## config.mk

```make
export PLATFORM = sky130hd
export DESIGN_NAME = ffcp_tx_server_flat
export DESIGN_NICKNAME = d
export VERILOG_FILES = /design/src/rtl/ffcp_tx_server_if.sv /design/src/rtl/ffcp_tx_server.sv /design/src/flat_wrapper.sv
export SDC_FILE = /design/constraint.sdc
export NUM_CORES = 1
export LEC_CHECK = 0
export CORE_MARGIN = 3
export CORE_UTILIZATION = 40
export CTS_CLUSTER_SIZE = 12
export DETAILED_ROUTE_END_ITERATION = 16
export SYNTH_ARGS = -nofsm -noshare
export SYNTH_HDL_FRONTEND = slang
export SYNTH_SLANG_ARGS = --single-unit
```

## constraint.sdc

```tcl
create_clock -name clk -period 7.7 [get_ports clk]
set_clock_uncertainty 0.1 [all_clocks]
set_input_delay 1.54 -clock clk [delete_from_list [all_inputs] [get_ports clk]]
set_output_delay 1.54 -clock clk [all_outputs]
set_load 0.005 [all_outputs]
```

## src/rtl/ffcp_tx_server_if.sv

```systemverilog
// Handshake bundle between the FFCP sender flow control and its neighbours
// (upstream buffer, ffcp_tx and ffcp_rx ack decode).
interface ffcp_tx_server_if #(
  parameter int unsigned FFCP_INDEX_LEN = 6
);
  logic                      syn_req;
  logic [FFCP_INDEX_LEN-1:0] wr_index;
  logic                      ack_inclk;
  logic [FFCP_INDEX_LEN-1:0] ack_index;
  logic                      tx_start;
  logic [1:0]                tx_type;
  logic [FFCP_INDEX_LEN-1:0] tx_index;
  logic                      tx_done;
  logic [FFCP_INDEX_LEN-1:0] base_index;
  logic                      synced;
  logic                      busy;

  modport master (
    output syn_req, wr_index, ack_inclk, ack_index, tx_done,
    input  tx_start, tx_type, tx_index, base_index, synced, busy
  );

  modport slave (
    input  syn_req, wr_index, ack_inclk, ack_index, tx_done,
    output tx_start, tx_type, tx_index, base_index, synced, busy
  );
endinterface

```

## src/rtl/ffcp_tx_server.sv

```systemverilog
// FFCP sender flow control: SYN session open, fixed window go-back-N with cumulative
// acks and timeout rewind. Supplies packet type/index to ffcp_tx.
module ffcp_tx_server #(
  parameter int unsigned FFCP_INDEX_LEN  = 6,
  parameter int unsigned FFCP_WINDOW_LEN = 8,
  parameter int unsigned TIMEOUT_CYCLES  = 100000
) (
  input logic              clk,
  input logic              rst_n,
  ffcp_tx_server_if.slave  bus
);

  localparam int unsigned IdxW   = FFCP_INDEX_LEN;
  localparam int unsigned TimerW = $clog2(TIMEOUT_CYCLES + 1);

  localparam logic [IdxW:0]     WinLen     = (IdxW + 1)'(FFCP_WINDOW_LEN);
  localparam logic [TimerW-1:0] TimeoutVal = TimerW'(TIMEOUT_CYCLES);
  localparam logic [TimerW-1:0] TimerOne   = TimerW'(1);
  localparam logic [IdxW-1:0]   IdxOne     = IdxW'(1);
  localparam logic [1:0]        TypeSyn    = 2'd0;
  localparam logic [1:0]        TypeMsg    = 2'd1;

  typedef enum logic [1:0] {
    StIdle,
    StReady,
    StWaitDone
  } state_e;

  state_e            state_q, state_d;
  logic [IdxW-1:0]   base_q, base_d;
  logic [IdxW-1:0]   next_q, next_d;
  logic [IdxW-1:0]   high_q, high_d;
  logic [TimerW-1:0] timer_q, timer_d;
  logic              syn_pend_q, syn_pend_d;
  logic              synced_q, synced_d;
  logic              tx_start_q, tx_start_d;
  logic [1:0]        tx_type_q, tx_type_d;
  logic [IdxW-1:0]   tx_index_q, tx_index_d;

  logic [IdxW-1:0]   ack_dist;
  logic [IdxW-1:0]   in_flight;
  logic [IdxW-1:0]   send_dist;
  logic [IdxW-1:0]   launch_dist;
  logic              ack_valid;
  logic              open_session;
  logic              may_launch;
  logic              launch;

  always_comb begin
    state_d      = state_q;
    base_d       = base_q;
    next_d       = next_q;
    high_d       = high_q;
    timer_d      = timer_q;
    syn_pend_d   = syn_pend_q;
    synced_d     = synced_q;
    tx_start_d   = 1'b0;
    tx_type_d    = tx_type_q;
    tx_index_d   = tx_index_q;
    open_session = 1'b0;
    may_launch   = 1'b0;
    launch       = 1'b0;

    // All window arithmetic is distance from base, so index wrap is transparent.
    ack_dist  = bus.ack_index - base_q;
    in_flight = high_q - base_q;
    send_dist = next_q - base_q;
    ack_valid = (state_q != StIdle) && bus.ack_inclk &&
                (ack_dist != '0) && (ack_dist <= in_flight);

    unique case (state_q)
      StIdle: begin
        open_session = bus.syn_req;
        may_launch   = bus.syn_req;
      end
      StReady: begin
        open_session = bus.syn_req | syn_pend_q;
        may_launch   = 1'b1;
      end
      StWaitDone: begin
        if (bus.syn_req) syn_pend_d = 1'b1;
        if (bus.tx_done) state_d = StReady;
      end
      default: state_d = StIdle;
    endcase

    if (open_session) begin
      base_d     = '0;
      next_d     = '0;
      high_d     = '0;
      timer_d    = '0;
      synced_d   = 1'b0;
      syn_pend_d = 1'b0;
      state_d    = StReady;
    end else if (ack_valid) begin
      // A valid ack always beats a coincident timeout.
      base_d  = bus.ack_index;
      timer_d = '0;
      if (ack_dist > send_dist) next_d = bus.ack_index;
      if ((base_q == '0) && !synced_q) synced_d = 1'b1;
    end else if (base_q == high_q) begin
      timer_d = '0;
    end else if (timer_q != TimeoutVal) begin
      timer_d = timer_q + TimerOne;
    end else if (state_q == StReady) begin
      next_d  = base_q;
      timer_d = '0;
    end

    // Launch decision sees this cycle's ack/rewind so a freed window is used at once.
    launch_dist = next_d - base_d;
    if (may_launch) begin
      if (!synced_d && (next_d == '0)) begin
        launch    = 1'b1;
        tx_type_d = TypeSyn;
      end else if (synced_d && (next_d != bus.wr_index) &&
                   ({1'b0, launch_dist} < WinLen)) begin
        launch    = 1'b1;
        tx_type_d = TypeMsg;
      end
    end

    if (launch) begin
      tx_start_d = 1'b1;
      tx_index_d = next_d;
      next_d     = next_d + IdxOne;
      if ((next_d - base_d) > (high_d - base_d)) high_d = next_d;
      state_d = StWaitDone;
    end
  end

  always_ff @(posedge clk or negedge rst_n) begin
    if (!rst_n) begin
      state_q    <= StIdle;
      base_q     <= '0;
      next_q     <= '0;
      high_q     <= '0;
      timer_q    <= '0;
      syn_pend_q <= 1'b0;
      synced_q   <= 1'b0;
      tx_start_q <= 1'b0;
      tx_type_q  <= 2'd0;
      tx_index_q <= '0;
    end else begin
      state_q    <= state_d;
      base_q     <= base_d;
      next_q     <= next_d;
      high_q     <= high_d;
      timer_q    <= timer_d;
      syn_pend_q <= syn_pend_d;
      synced_q   <= synced_d;
      tx_start_q <= tx_start_d;
      tx_type_q  <= tx_type_d;
      tx_index_q <= tx_index_d;
    end
  end

  assign bus.tx_start   = tx_start_q;
  assign bus.tx_type    = tx_type_q;
  assign bus.tx_index   = tx_index_q;
  assign bus.base_index = base_q;
  assign bus.synced     = synced_q;
  assign bus.busy       = (state_q == StWaitDone);

endmodule

```

## src/flat_wrapper.sv

```systemverilog
// flat-port wrapper written by rule: the top's interface ports become plain ports
module ffcp_tx_server_flat 
#(
  parameter int unsigned FFCP_INDEX_LEN  = 6,
  parameter int unsigned FFCP_WINDOW_LEN = 8,
  parameter int unsigned TIMEOUT_CYCLES  = 100000
)
  (clk, rst_n, bus_syn_req, bus_wr_index, bus_ack_inclk, bus_ack_index, bus_tx_done, bus_tx_start, bus_tx_type, bus_tx_index, bus_base_index, bus_synced, bus_busy);
  ffcp_tx_server_if #(.FFCP_INDEX_LEN(FFCP_INDEX_LEN)) bus_i ();
  input logic clk;
  input logic rst_n;
  input wire logic [$bits(bus_i.syn_req)-1:0] bus_syn_req;
  input wire logic [$bits(bus_i.wr_index)-1:0] bus_wr_index;
  input wire logic [$bits(bus_i.ack_inclk)-1:0] bus_ack_inclk;
  input wire logic [$bits(bus_i.ack_index)-1:0] bus_ack_index;
  input wire logic [$bits(bus_i.tx_done)-1:0] bus_tx_done;
  output wire logic [$bits(bus_i.tx_start)-1:0] bus_tx_start;
  output wire logic [$bits(bus_i.tx_type)-1:0] bus_tx_type;
  output wire logic [$bits(bus_i.tx_index)-1:0] bus_tx_index;
  output wire logic [$bits(bus_i.base_index)-1:0] bus_base_index;
  output wire logic [$bits(bus_i.synced)-1:0] bus_synced;
  output wire logic [$bits(bus_i.busy)-1:0] bus_busy;
  assign bus_i.syn_req = bus_syn_req;
  assign bus_i.wr_index = bus_wr_index;
  assign bus_i.ack_inclk = bus_ack_inclk;
  assign bus_i.ack_index = bus_ack_index;
  assign bus_i.tx_done = bus_tx_done;
  assign bus_tx_start = bus_i.tx_start;
  assign bus_tx_type = bus_i.tx_type;
  assign bus_tx_index = bus_i.tx_index;
  assign bus_base_index = bus_i.base_index;
  assign bus_synced = bus_i.synced;
  assign bus_busy = bus_i.busy;
  ffcp_tx_server #(.FFCP_INDEX_LEN(FFCP_INDEX_LEN), .FFCP_WINDOW_LEN(FFCP_WINDOW_LEN), .TIMEOUT_CYCLES(TIMEOUT_CYCLES)) u_core (.clk(clk), .rst_n(rst_n), .bus(bus_i));
endmodule
```

# After elaboration in Yosys (flattened, before gate mapping)
# Index checks and enable logic that the tools add are counted.
[word_totals]
ff_bits = 48
in_bits = 17
out_inout_bits = 17
wordCells = 87
[classes]
addsub = 8
n_lt_le_gt_ge = 4
n_eq_ne = 7
n_mux = 35
n_bitwise = 1
reduce_logical = 22
[op_table]
columns = ["cell", "n"]
rows = [
  ["17-bit two-way mux", 5],
  ["6-bit two-way mux", 12],
  ["6-bit subtractor", 6],
  ["17-bit by 1-bit adder with 17-bit output (second input constant)", 1],
  ["17-bit inequality test (second input constant)", 1],
  ["6-bit greater-than comparator", 2],
  ["6-bit logical NOT", 2],
  ["1-bit two-way mux", 10],
  ["2-bit two-way mux", 5],
  ["2-bit nonzero test", 4],
  ["1-bit logical AND", 7],
  ["6-bit by 1-bit adder with 6-bit output (second input constant)", 1],
  ["6-bit == test", 1],
  ["6-bit less-or-equal comparator", 1],
  ["6-bit by 4-bit less-than comparator with 1-bit output (second input constant)", 1],
  ["6-bit inequality test", 1],
  ["2-bit AND reduction", 3],
  ["6-bit nonzero test", 1],
  ["5-bit nonzero test", 1],
  ["4-bit by 2-bit inequality test with 1-bit output (second input constant)", 1],
  ["1-bit one-hot mux with 2 select lines", 2],
  ["2-bit one-hot mux with 2 select lines", 1],
  ["3-bit by 1-bit inequality test with 1-bit output (second input constant)", 1],
  ["2-bit by 1-bit == test with 1-bit output (second input constant)", 1],
  ["5 further kinds", 6],
]

# Depth between registers and ports, before layout
[depth]
depth_word = 14
ltp_mapped = 32
depth_no_buf = 30

# Worst setup path after synthesis
# Ideal clock, no wire load.
[synth_path]
kind = "input -> register"
start = "in bus_ack_index[0]"
end = "reg u_core.high_q[1]"
setup_time_ns = 0.125
t_arrival_ns = 6.951
t_required_ns = 7.475
path_slack_ns = 0.524
path_stages = 31
path_buffers = 2
path_cell_list = "inv_1 -> ha_1 -> inv_1 -> fa_1 -> a21o_1 -> a21oi_1 -> xnor2_1 -> ha_1 -> a21o_1 -> a21oi_1 -> a21oi_1 -> or2_2 -> clkbuf_1 -> o211a_1 -> or2_2 -> clkbuf_1 -> inv_1 -> ha_1 -> ha_1 -> nor2b_1 -> o21ai_0 -> nand2b_1 -> a21o_1 -> a21oi_1 -> xor2_1 -> xnor2_1 -> ha_1 -> a21oi_1 -> a31oi_1 -> nand3_2 -> mux2_2"
[synth_via]
elab_chain_cells = 13
word_cells_on_any_way = 30
classes_between = "add/sub (5); order compare (4); eq/ne (1); mux (12); reduce/logical (8)"
[synth_rtl]
columns = ["element", "line_no", "rtl"]
rows = [
  ["start, declared", "flat_wrapper.sv:15", "input wire logic [$bits(bus_i.ack_index)-1:0] bus_ack_index;"],
  ["parallel branches: the longest is 12 deep, another holds 6-bit subtractor", "n/a", ""],
  ["6-bit two-way mux *", "ffcp_tx_server.sv:123", "if (launch) begin"],
  ["named net u_core.high_d[1]", "ffcp_tx_server.sv:32", "logic [IdxW-1:0] high_q, high_d;"],
  ["end signal, assigned", "ffcp_tx_server.sv:148", "high_q <= high_d;"],
  ["end, declared", "ffcp_tx_server.sv:32", ""],
]
# Mark *: on every way through the listed nets, which the timed path passes.
# A chain may end at the register's enable or synchronous reset.

# Worst setup path in the final report
[layout_path]
start = "in bus_ack_index[0]"
end = "reg u_core.high_q[5]"
# Same word-level chain as after synthesis.

==> metrics.md <==
| Metric | Value |
|---|---|
| Setup violators final | `0` |
| Number of global-route vias before repair | `3,719` |
| Final global-route overflow total | `0` |
| Proportion of synthesized area in mux cells | `0.0563` |
| DRT antenna net count | `0` |
| Share of cells above drive strength 1 | `0.151` |
| Final-layout setup total negative slack | `0 ns` |
| Number of synthesized register bits | `47` |
| Simple logic cell fraction of the synthesized area | `0.222` |
| Worst Path Required | `just under 8 ns` |
| Number of pins with negative max-slew slack in the final report | `0` |
| Area Overhead vs Synth | `17.1%` |
| Total number of clock tree sinks | `47` |
| Fraction of the mapped netlist area in compound gates | `0.157` |
| CP max stage cell | `clkdlybuf4s50_1` |
| Most common cell after layout, fill and taps aside | `ha_1` |
| Wire length of the first global-routing pass | `19,200 um` |
| Count of vias placed by the detailed router | `3,760` |
| Library cell with the largest summed area after synthesis | `dfrtp_1` |
| Number of placed I/O pins | `34` |
| Adder-cell area share of the yosys netlist | `0.168` |
| Post-synth design cell area | `~4500 um2` |
| Clock buffer depth | `2` |
| Global router's overall resource usage | `0.188` |
| Area share of the largest cell type after synthesis | `0.264` |
| Die width | `112 um` |
| Max Clock Freq | `between 0.1 and 0.15 GHz` |
| Routed via count divided by cell count | `5.48` |
| WS Path Type | `in2reg` |
| Crit path arrival time | `7.42 ns` |
| Die height | `112 um` |
| N_diodes | `0` |
| CP Launch Type | `input port` |
| Type of the most critical hold path | `reg2reg` |
| Number of buffers inserted during clock tree synthesis | `5` |
| Largest net degree at the start of global routing | `48` |
| Count of unique library cells instantiated by Yosys | `68` |
| Root Buffer | `clkbuf_8` |
| Starting density of the core | `0.421` |
| Ranking of synthesized cells by area | `dfrtp_1, ha_1, xor2_1, xnor2_1, a21o_1` |
| Proportion of synthesized flip-flops having asynchronous set or reset | `1.00` |
| Nets | `623` |
| Total placed cells including tap cells | `just under 700` |
| Port buffer count | `32` |
| Final cell count without fillers | `686` |
| Xor and xnor area share after synthesis | `0.0894` |
| Final clock period utilization by the worst path | `0.955` |
| CP Max Fanout | `6` |
| Hold violation count in the final report | `0` |
| Routed WL per cell | `16.6 um` |
| Fill cells | `1,012` |
| Max incr delay on CP | `roughly 0.43 ns` |
| Clock slew at reported path FFs | `0.10 ns` |
| Kind of capture point of the worst setup path | `flop` |
| Post-synthesis instance total | `499` |
| Final worst path period need | `7.35 ns` |
| Std-Cell Rows | `37` |
| Final WL | `11,400 um` |
| Clock tree from TritonCTS | `done` |
| Most frequent cells in the layout | `ha_1, dfrtp_1, nor2_1, nand2_1, inv_1` |
| Synth warnings | `0` |
| Post-synthesis sequential area ratio | `0.264` |
| Most instantiated flip-flop cell in the synthesis netlist | `dfrtp_1` |
| Clk_lat worst skew | `0.31 ns` |
| Min Hold Slack | `0.423 ns` |
| Number of buffer and inverter stages on the critical path | `5` |
| Avg Cell Area, Syn | `8.94 um2` |
| DR DRC count | `0` |
| HPWL after DPL | `9090 um` |
| Area of all placed cells without fillers | `5230 um2` |
| Remaining max-slew budget at the tightest pin | `0.457` |
| Core region area | `10,600 um2` |
| Status | `finished clean` |
| Cell type group with the largest total delay on the critical path | `compound AO/OA/AOI/OAI gates` |
| CTS H-tree lvls | `2` |
| Number of maximum-capacitance constraint violations | `0` |
| Nets in the synthesized netlist | `573` |
| Pre-antenna DRT Iters | `4` |
| Final estimated routing congestion in global placement | `between 0.9 and 1` |
| Crit path top cell by count | `ha_1` |
| Initial DRC Count | `147` |
| Die Footprint | `12,500 um2` |
| Dominant combinational cell family by area after synthesis | `simple AND/OR/NAND/NOR gates` |
| Area of placed instances | `5060 um2` |
| Unrepaired setup endpoints after global routing | `true` |
| Worst Tran Pin Value | `0.803 ns` |
| Antenna violations before repair | `0` |
| Number of flops mapped to enable cells by yosys | `0` |
cell families (layout without fill, tap and decap cells):
kind of cell / Yosys count / in the layout
AND/OR/NAND/NOR: 175 / 175
other: 1 / 1
flip-flops: 47 / 47
buffers and inverters: 48 / 99
XOR/XNOR: 44 / 44
adder cells (fa/ha/maj): 57 / 57
AO/OA/AOI/OAI: 106 / 106
multiplexers: 21 / 21
path summary, 6_finish.rpt:
check                                         start                     end  slack, ns  cells after the start
max                                bus_ack_index[0]        u_core.high_q[5]       0.35                     31
min                               u_core.syn_pend_q       u_core.syn_pend_q       0.42                      2
max reg2reg                u_core.bus.base_index[1]  u_core.bus.tx_index[1]       1.38                     28
min reg2reg                       u_core.syn_pend_q       u_core.syn_pend_q       0.42                      2
max in group asynchronous                     rst_n        u_core.high_q[0]       5.87                      2
min in group asynchronous                     rst_n  u_core.bus.tx_index[1]       1.22                      2
per-layer routing:
metal | track usage | routed length (um) | share of wire | vias to the layer above
met5 | 0 | 0 | 0 | -
met4 | 0.0527 | 189 | 0.017 | 0
met3 | 0.0261 | 478 | 0.042 | 13
met2 | 0.289 | 5150 | 0.45 | 76
met1 | 0.276 | 5590 | 0.49 | 1811
li1 | - | - | - | 1860
what timing repair did:
action                                  in CTS  in global routing
endpoints found under the setup margin       0                 16
hold buffers                                 0                  0
setup buffers                                0                  2
resized for setup                            0                 15
flip-flops by register name, summed over array words and instances (netlist names):
signal and flops:
u_core.state_q 2, u_core.syn_pend_q 1, u_core.bus.tx_start 1, u_core.bus.synced 1
u_core.high_q 6, u_core.bus.tx_type 1, u_core.timer_q 17, u_core.next_q 6
u_core.bus.base_index 6, u_core.bus.tx_index 6
worst min-delay path, cell delays in order (launching register included):
cell and delay, ns:
dfrtp_1 0.38, nand2_1 0.05, o21ai_0 0.06
Yosys cell counts (10+ instances only):
| library cell | instances |
|---|---|
| a21o_1 | 20 |
| a21oi_1 | 30 |
| and2_1 | 10 |
| clkbuf_1 | 10 |
| dfrtp_1 | 47 |
| ha_1 | 52 |
| inv_1 | 33 |
| nand2_1 | 34 |
| nand3_1 | 22 |
| nor2_1 | 36 |
| o21ai_0 | 20 |
| or2_2 | 10 |
| xnor2_1 | 20 |
| xor2_1 | 23 |
final cells by class:
type	instances	area (um2)	area share
Sequential cell	47	1180	0.225
Clock inverter	3	27.5	0.00527
Clock buffer	5	68.8	0.0132
Inverter	34	130	0.0249
Timing Repair Buffer	57	503	0.0962
Tap cell	136	170	0.0326
Multi-Input combinational cell	404	3150	0.603
through the flow:
stage / setup slack (ns) / util
detailed placement: -0.164 / 0.477
finish: 0.349 / 0.493
CTS: 0.134 / 0.486
floorplan: 0.524 / -
global placement: -0.0286 / 0.477
global route: -0.0319 / 0.493
Power is not shown: default switching activity piles up to over one toggle a cycle in this logic, so the estimate is an artifact.
